$ cat config.mk
export PLATFORM = sky130hd
export DESIGN_NAME = keyed_mux_default_flat
export DESIGN_NICKNAME = d
export VERILOG_FILES = /design/src/rtl/keyed_mux_default_if.sv /design/src/rtl/keyed_mux_default.sv /design/src/flat_wrapper.sv
export SDC_FILE = /design/constraint.sdc
export NUM_CORES = 1
export LEC_CHECK = 0
export ABC_CLOCK_PERIOD_IN_PS = 2730
export CORE_MARGIN = 3
export CORE_UTILIZATION = 50
export DETAILED_ROUTE_END_ITERATION = 8
export DONT_BUFFER_PORTS = 1
export GPL_ROUTABILITY_DRIVEN = 0
export GPL_TIMING_DRIVEN = 0
export HOLD_SLACK_MARGIN = 0.15
export MAX_ROUTING_LAYER = met4
export PLACE_DENSITY = 0.66
export SLEW_MARGIN = 10
export SYNTH_ARGS = -nofsm -noshare
export SYNTH_HDL_FRONTEND = slang
export SYNTH_SLANG_ARGS = --single-unit
$ cat constraint.sdc
create_clock -name clk -period 2.73 [get_ports clk]
set_clock_uncertainty 0.2 [all_clocks]
set_input_delay 0.4095 -clock clk [delete_from_list [all_inputs] [get_ports clk]]
set_output_delay 0.4095 -clock clk [all_outputs]
set_load 0.02 [all_outputs]
$ cat src/rtl/keyed_mux_default_if.sv
// rtl/keyed_mux_default_if.sv - lookup request/result bundle for keyed_mux_default
interface keyed_mux_default_if #(
   parameter int NR_KEY   = 2,
   parameter int KEY_LEN  = 1,
   parameter int DATA_LEN = 32
);
   logic                                  in_valid;
   logic [KEY_LEN-1:0]                    key;
   logic [DATA_LEN-1:0]                   default_out;
   logic [NR_KEY*(KEY_LEN+DATA_LEN)-1:0]  lut;
   logic [DATA_LEN-1:0]                   out;
   logic                                  out_valid;
   logic                                  hit;
   logic                                  multi_hit;

   modport master (
      output in_valid, key, default_out, lut,
      input  out, out_valid, hit, multi_hit
   );

   modport slave (
      input  in_valid, key, default_out, lut,
      output out, out_valid, hit, multi_hit
   );
endinterface

$ cat src/rtl/keyed_mux_default.sv
// rtl/keyed_mux_default.sv - registered key lookup with default value, lowest index wins
// Optional KEYED_MUX_MULTIHIT_EN builds the registered multi_hit flag and its warning.
module keyed_mux_default #(
   parameter int NR_KEY   = 2,
   parameter int KEY_LEN  = 1,
   parameter int DATA_LEN = 32
) (
   input  logic                clk,
   input  logic                rst,
   keyed_mux_default_if.slave  bus
);
   localparam int PAIR = KEY_LEN + DATA_LEN;

   logic [NR_KEY-1:0]   w_match;
   logic [DATA_LEN-1:0] w_data;
   logic                w_hit;

   logic [DATA_LEN-1:0] r_out;
   logic                r_hit;
   logic                r_valid;

   always_comb begin
      w_match = '0;
      for (int i = 0; i < NR_KEY; i++) begin
         w_match[i] = (bus.lut[i*PAIR+DATA_LEN +: KEY_LEN] == bus.key);
      end
   end

   // Walk from the top entry down so the lowest matching index overwrites last.
   always_comb begin
      w_data = bus.default_out;
      w_hit  = 1'b0;
      for (int i = NR_KEY - 1; i >= 0; i--) begin
         if (w_match[i]) begin
            w_data = bus.lut[i*PAIR +: DATA_LEN];
            w_hit  = 1'b1;
         end
      end
   end

   always_ff @(posedge clk or posedge rst) begin
      if (rst) begin
         r_out   <= '0;
         r_hit   <= 1'b0;
         r_valid <= 1'b0;
      end else begin
         r_valid <= bus.in_valid;
         if (bus.in_valid) begin
            r_out <= w_data;
            r_hit <= w_hit;
         end
      end
   end

`ifdef KEYED_MUX_MULTIHIT_EN
   logic w_multi;
   logic w_seen;
   logic r_multi;

   always_comb begin
      w_multi = 1'b0;
      w_seen  = 1'b0;
      for (int i = 0; i < NR_KEY; i++) begin
         if (w_match[i]) begin
            if (w_seen) w_multi = 1'b1;
            w_seen = 1'b1;
         end
      end
   end

   always_ff @(posedge clk or posedge rst) begin
      if (rst) begin
         r_multi <= 1'b0;
      end else if (bus.in_valid) begin
         r_multi <= w_multi;
      end
   end

   assign bus.multi_hit = r_multi;

`ifndef SYNTHESIS
   always @(posedge clk) begin
      if (!rst && bus.in_valid && w_multi) begin
         $display("keyed_mux_default warning: key %0h matched multiple entries at %0t",
                  bus.key, $time);
      end
   end
`endif
`else
   assign bus.multi_hit = 1'b0;
`endif

   assign bus.out       = r_out;
   assign bus.hit       = r_hit;
   assign bus.out_valid = r_valid;
endmodule

$ cat src/flat_wrapper.sv
// flat-port wrapper written by rule: the top's interface ports become plain ports
module keyed_mux_default_flat 
#(
   parameter int NR_KEY   = 2,
   parameter int KEY_LEN  = 1,
   parameter int DATA_LEN = 32
)
  (clk, rst, bus_in_valid, bus_key, bus_default_out, bus_lut, bus_out, bus_out_valid, bus_hit, bus_multi_hit);
  keyed_mux_default_if #(.NR_KEY(NR_KEY), .KEY_LEN(KEY_LEN), .DATA_LEN(DATA_LEN)) bus_i ();
  input  logic clk;
  input  logic rst;
  input wire logic [$bits(bus_i.in_valid)-1:0] bus_in_valid;
  input wire logic [$bits(bus_i.key)-1:0] bus_key;
  input wire logic [$bits(bus_i.default_out)-1:0] bus_default_out;
  input wire logic [$bits(bus_i.lut)-1:0] bus_lut;
  output wire logic [$bits(bus_i.out)-1:0] bus_out;
  output wire logic [$bits(bus_i.out_valid)-1:0] bus_out_valid;
  output wire logic [$bits(bus_i.hit)-1:0] bus_hit;
  output wire logic [$bits(bus_i.multi_hit)-1:0] bus_multi_hit;
  assign bus_i.in_valid = bus_in_valid;
  assign bus_i.key = bus_key;
  assign bus_i.default_out = bus_default_out;
  assign bus_i.lut = bus_lut;
  assign bus_out = bus_i.out;
  assign bus_out_valid = bus_i.out_valid;
  assign bus_hit = bus_i.hit;
  assign bus_multi_hit = bus_i.multi_hit;
  keyed_mux_default #(.NR_KEY(NR_KEY), .KEY_LEN(KEY_LEN), .DATA_LEN(DATA_LEN)) u_core (.clk(clk), .rst(rst), .bus(bus_i));
endmodule
==> results of run 1 <==
==> per-layer routing <==
layer	track usage, %	wire (um)
met4	8.61	199
met2	43.0	4180
met5	-	0
met3	7.43	945
met1	35.8	3710
==> flip-flops by register name, indices dropped and copies added (netlist names) <==
register,cells
u_core.bus.hit,1
u_core.bus.out,32
u_core.bus.out_valid,1
==> synthesized netlist by cell type (all sizes together) <==
| library cell | count | area, um2 |
|---|---|---|
| a21boi | 1 | 11.3 |
| a221oi | 32 | 280 |
| a32oi | 32 | 280 |
| buf | 24 | 121 |
| clkbuf | 15 | 56.3 |
| conb | 1 | 3.75 |
| dfrtp | 34 | 851 |
| inv | 34 | 128 |
| nand2b | 32 | 200 |
| nand3 | 1 | 5.00 |
| nand3b | 33 | 248 |
| nor2 | 32 | 120 |
| o21ai | 1 | 5.00 |
| o21ba | 32 | 320 |
| or3 | 32 | 200 |
| or3b | 1 | 8.76 |
==> layout by cell type (no fill, tap or decap) <==
cell type / instances
o21ba_2: 32
nand3_1: 1
clkbuf_8: 6
dfrtp_1: 34
clkbuf_1: 16
inv_2: 1
a21boi_2: 1
clkinv_2: 1
dlygate4sd3_1: 34
or3b_1: 1
a32oi_1: 32
buf_1: 1
a221oi_1: 32
buf_2: 22
nand2b_1: 32
inv_1: 33
buf_4: 1
conb_1: 1
or3_1: 32
nor2_1: 32
nand3b_1: 33
o21ai_0: 1
==> power by group <==
| group | total, mW | internal [mW] | switching (mW) | leakage, nW |
|---|---|---|---|---|
| clock | 0.396 | 0.204 | 0.192 | 0.0482 |
| sequential | 0.698 | 0.569 | 0.129 | 0.384 |
| combinational | 0.359 | 0.179 | 0.179 | 0.864 |
| total | 1.45 | 0.952 | 0.501 | 1.30 |
==> per-stage QoR <==
step / hold WS (ns) / util, % / power (mW) / std cells / instance area (um2)
2_1_floorplan: 0.241 / - / 0.949 / 337 / 2840
3_3_place_gp: 0.241 / 55.2 / 1.02 / 407 / 2930
3_5_place_dp: 0.241 / 55.2 / 1.02 / 407 / 2930
4_1_cts: 0.191 / 63.3 / 1.45 / 449 / 3360
5_1_grt: 0.216 / 63.3 / 1.53 / 449 / 3360
6_report: 0.221 / 63.3 / 1.45 / 449 / 3360
==> worst min path at each step <==
stage	cells past startpoint	start	endpoint	slack [ns]
5_1_grt	3	bus_lut[32]	u_core.bus.hit	0.22
6_report	3	bus_lut[32]	u_core.bus.hit	0.22
4_1_cts	3	bus_lut[32]	u_core.bus.hit	0.19
3_5_place_dp	0	bus_in_valid	u_core.bus.out_valid	0.24
2_1_floorplan	0	bus_in_valid	u_core.bus.out_valid	0.24
3_3_place_gp	0	bus_in_valid	u_core.bus.out_valid	0.24
==> final cells by class <==
cell class / count / area (um2)
inverter: 34 / 128
clock inverter: 1 / 5.00
fill: 461 / 1940
multi-input combinational: 230 / 1680
tap: 70 / 87.6
buffer: 39 / 178
sequential: 34 / 851
timing repair buffer: 34 / 340
clock buffer: 7 / 86.3
==> worst max-delay path, stage by stage <==
cell and delay [ns]:
buf_2 0.20, buf_2 0.24, buf_2 0.26, nand3b_1 0.11
a32oi_1 0.21, a221oi_1 0.13
==> cell families after synthesis <==
group,after synthesis
and+or+nand+nor,131
AOI/OAI and AO/OA,98
buffers and inverters,73
DFF,34
other,1
==> what timing repair did <==
item,4_1_cts,5_1_grt
endpoints found under the hold margin,67,0
endpoints found under the setup margin,0,0
hold buffers,34,0
==> flow_summary.yaml, run 1 <==
setup_path:
  end_kind: "register"
  r2r_setup_slack_ns: 1.55
  crit_required_ns: 2.67
  crit_start: "bus_lut[65]"
  crit_end: "u_core.bus.out[31]"
  critical_path_arrival_ns: 1.57
  r2r_cells: 2
  crit_type: "in -> reg"
  start_kind: "input pin"
  r2r-start: "u_core.bus.out[31]"
  crit_fanout: 10
  rr_endpoint: "u_core.bus.out[31]"
timing:
  tightestPinTransition_ns: 0.734
  fin_ws_ns: 1.10
  fmax_mhz: 613
  min_period_ns: 1.63
  grt_setup_unrepaired: "no"
  fin_crit_sh_pct: 59.7
  setup_viol: 0
  maxSlewViolCount: 0
  setup_tns_ns: 0
  hold_viol: 0
  slew_headroom_pct: 51.0
clock_network:
  cts_resized: 0
  cts_max_level: 2
  clk_pin_slew_ns: 0.08
  cts-root-buf: "clkbuf_8"
  clockBufferDepth: 2
  cts_tree: "built"
  cts_setup_buffers: 0
  cts.sinks: 34
  cts_made_buffers: 5
  clk_latency_ns: 0.28
floorplan:
  rows: 26
  die-height_um: 81.4
  io_pins: 137
  die_w_um: 81.4
  core_area_um2: 5300
  dieArea_um2: 6620
  start_util_pct: 53.5
power:
  p_per_area_nw_per_um2: 432
  power.static_leakage_nw: 1.30
  ir_drop_v: 0.000237
synthesis:
  syn_inst: 337
  yosysWarnings: 0
  synth-simple-area-share_pct: 27.5
  ys_ff_latch: 34
  synth_compound_area_share_pct: 31.6
  synthMuxAreaShare_pct: 0
  syn_area_um2: 2840
  ys_types: 18
  synth_seq_area_share_pct: 30.0
  syn_nets: 439
  synth_top_family_by_area: "compound AO/OA/AOI/OAI gates"
  postSynthAreaPerCell_um2: 8.42
  synthXorXnorAreaFrac_pct: 0
  synth_fa_ha_area_share_pct: 0
flow_run:
  max-cap-violations: 0
global_routing:
  grt_max_degree: 35
  grt_overflow_total: 0
  grt_pass1_vias: 2714
  grt_util_all_layers_pct: 27.9
  antenna_found_initial: 0
  grt_pass1_wl_um: 13800
routing:
  vias_per_cell: 6.25
  routedWlPerCell_um: 20.1
  drc: 0
  drt-initial-drc-count: 173
  dr.pass1.iters: 5
  ant_nets: 0
  vias: 2807
  finalWirelength_um: 9030
min_path:
  hold_class: "in -> reg"
placement:
  hpwl_um: 6360
  portBuffers: 0
  pre_cts_ws_ns: 0.834
cells_and_area:
  final_layout_size_suffix_gt1_share_pct: 16.9
  n_antenna_cell: 0
  syn_to_final_growth_pct: 18.3
  nNetsFinal: 480
status:
  status: "finished clean"
No activity file was read; power rests on OpenSTA's default activity.
==> run 2, diff against run 1 <==
--- a/config.mk
+++ b/config.mk
@@ -5,7 +5,7 @@
 export SDC_FILE = /design/constraint.sdc
 export NUM_CORES = 1
 export LEC_CHECK = 0
-export ABC_CLOCK_PERIOD_IN_PS = 2730
+export ABC_CLOCK_PERIOD_IN_PS = 1400
 export CORE_MARGIN = 3
 export CORE_UTILIZATION = 50
 export DETAILED_ROUTE_END_ITERATION = 8
@@ -14,7 +14,7 @@
 export GPL_TIMING_DRIVEN = 0
 export HOLD_SLACK_MARGIN = 0.15
 export MAX_ROUTING_LAYER = met4
-export PLACE_DENSITY = 0.66
+export PLACE_DENSITY = 0.69
 export SLEW_MARGIN = 10
 export SYNTH_ARGS = -nofsm -noshare
 export SYNTH_HDL_FRONTEND = slang
==> constraint.sdc (replaced) <==
create_clock -name clk -period 1.4 [get_ports clk]
set_clock_uncertainty 0.2 [all_clocks]
set_input_delay 0.21 -clock clk [delete_from_list [all_inputs] [get_ports clk]]
set_output_delay 0.21 -clock clk [all_outputs]
set_load 0.02 [all_outputs]
==> flow_summary.yaml, run 2 (synthesized netlist as in run 1, its figures left out) <==
status:
  status: "finished with violations"
  violations: "hold timing"
clock_network:
  clk_latency_ns: 0.28
  cts_max_level: 2
  cts.sinks: 34
  cts_made_buffers: 5
  cts_tree: "built"
  cts-root-buf: "clkbuf_8"
  clockBufferDepth: 2
  clk_pin_slew_ns: 0.07
  cts_hold_buf: 49
floorplan:
  start_util_pct: 53.5
  io_pins: 137
  rows: 26
  dieArea_um2: 6620
  die-height_um: 81.4
  die_w_um: 81.4
  core_area_um2: 5300
timing:
  grt_setup_unrepaired: "no"
  fmax_mhz: 760
  maxSlewViolCount: 0
  tightestPinTransition_ns: 0.791
  hold_ws_ns: -0.254
  min_period_ns: 1.32
  fin_crit_sh_pct: 94.0
  setup_viol: 0
  slew_headroom_pct: 47.2
  hold_viol: 1
  setup_tns_ns: 0
global_routing:
  grt_util_all_layers_pct: 29.6
  grt_pass1_wl_um: 14800
  gr-usage-met3_pct: 7.98
  grt_max_degree: 35
  grt_pass1_vias: 3065
  use_met2_pct: 47.1
  grt_busiest_layer: "met2"
  use_met1_pct: 36.2
  grt_overflow_total: 0
  antenna_found_initial: 0
setup_path:
  crit_type: "in -> reg"
  r2r-start: "u_core.bus.out[17]"
  crit_fanout: 10
  rr_endpoint: "u_core.bus.out[17]"
  r2r_cells: 2
  cp_common_cell: "clkbuf_4"
  cpPeakStageDelay_ns: 0.32
  path_cells: "buf_2 > clkbuf_4 > clkbuf_4 > a32oi_1 > a221oi_1"
  crit_start: "bus_lut[32]"
  critical_path_arrival_ns: 1.29
  r2r_setup_slack_ns: 0.26
  critPathSlowestCell: "a221oi_1"
  end_kind: "register"
  crit_required_ns: 1.37
  crit_end: "u_core.bus.out[17]"
  start_kind: "input pin"
routing:
  dr.pass1.iters: 6
  drt-initial-drc-count: 154
  ant_nets: 0
  routedWlPerCell_um: 21.0
  finalWirelength_um: 9670
  drc: 0
  vias_per_cell: 6.43
  vias: 2964
cells_and_area:
  final_common_cell: "dlygate4sd3_1"
  postLayoutCellArea_um2: 3580
  nNetsFinal: 494
  largest_reg_flops: 32
  syn_to_final_growth_pct: 26.0
  layout_common_cells: "48 x dlygate4sd3_1, 34 x dfrtp_1, 33 x inv_1, 33 x nand3b_1"
  n_antenna_cell: 0
  final_layout_size_suffix_gt1_share_pct: 18.4
power:
  power.static_leakage_nw: 1.39
  ir_drop_v: 0.000513
  p_per_area_nw_per_um2: 807
  p_total_mw: 2.89
placement:
  hpwl_um: 6510
  postPlaceCellArea_um2: 2980
  portBuffers: 0
min_path:
  hold_class: "in -> reg"
flow_run:
  max-cap-violations: 0
## run 2: changes by cell type in the layout (fill, tap and decap cells not counted), sizes merged
cell         delta
dlygate4sd3    +14
buf             -6
clkbuf          +5
clkinv          -1
## run 2: timing repair
item | in CTS | in global routing
endpoints found under the setup margin | 2 | 22
buffers inserted | 0 | 0
resized for setup | 1 | 21
hold endpoints to repair | 68 | 8
## run 2: worst max-delay path, delay by kind of cell
kind / cells / cell delay [ns]
buf+inv: 3 / 0.63
compound gates: 2 / 0.44
## run 2: worst min path at each step
stage / from / endpoint / slack [ns] / cells after the start
after CTS: bus_in_valid / u_core.bus.out_valid / -0.26 / 0
after floorplan: bus_in_valid / u_core.bus.out_valid / 0.04 / 0
after global placement: bus_in_valid / u_core.bus.out_valid / 0.04 / 0
final: bus_in_valid / u_core.bus.out_valid / -0.25 / 0
after detailed placement: bus_in_valid / u_core.bus.out_valid / 0.04 / 0
after global routing: bus_in_valid / u_core.bus.out_valid / -0.27 / 0
## run 2: report_power, final
group	switching, mW	total [mW]	internal [mW]
combinational	0.368	0.767	0.399
clock	0.377	0.757	0.380
sequential	0.255	1.36	1.11
## run 2: layout make-up
| class | count | area (um2) |
|---|---|---|
| Tap cell | 70 | 87.6 |
| Sequential cell | 34 | 851 |
| Multi-Input combinational cell | 230 | 1700 |
| Buffer | 39 | 250 |
| Timing Repair Buffer | 48 | 480 |
| Clock buffer | 6 | 82.6 |
| Inverter | 34 | 128 |
| Fill cell | 454 | 1720 |
## run 2: metal layers
layer	part of all wire (%)	vias up
met3	9.5	19
met5	0	-
met4	2.0	0
li1	-	1346
met1	41	1466
met2	48	133
## run 2: stage by stage
step | util (%) | hold slack, ns | std cells | worst slack [ns]
after global routing | 67.5 | -0.268 | 461 | 0.00600
after CTS | 67.0 | -0.263 | 462 | 0.0359
final | 67.5 | -0.254 | 461 | 0.0845
after global placement | 56.2 | 0.0422 | 407 | -0.255
after detailed placement | 56.2 | 0.0422 | 407 | -0.320
after floorplan | - | 0.0414 | 337 | -0.00217
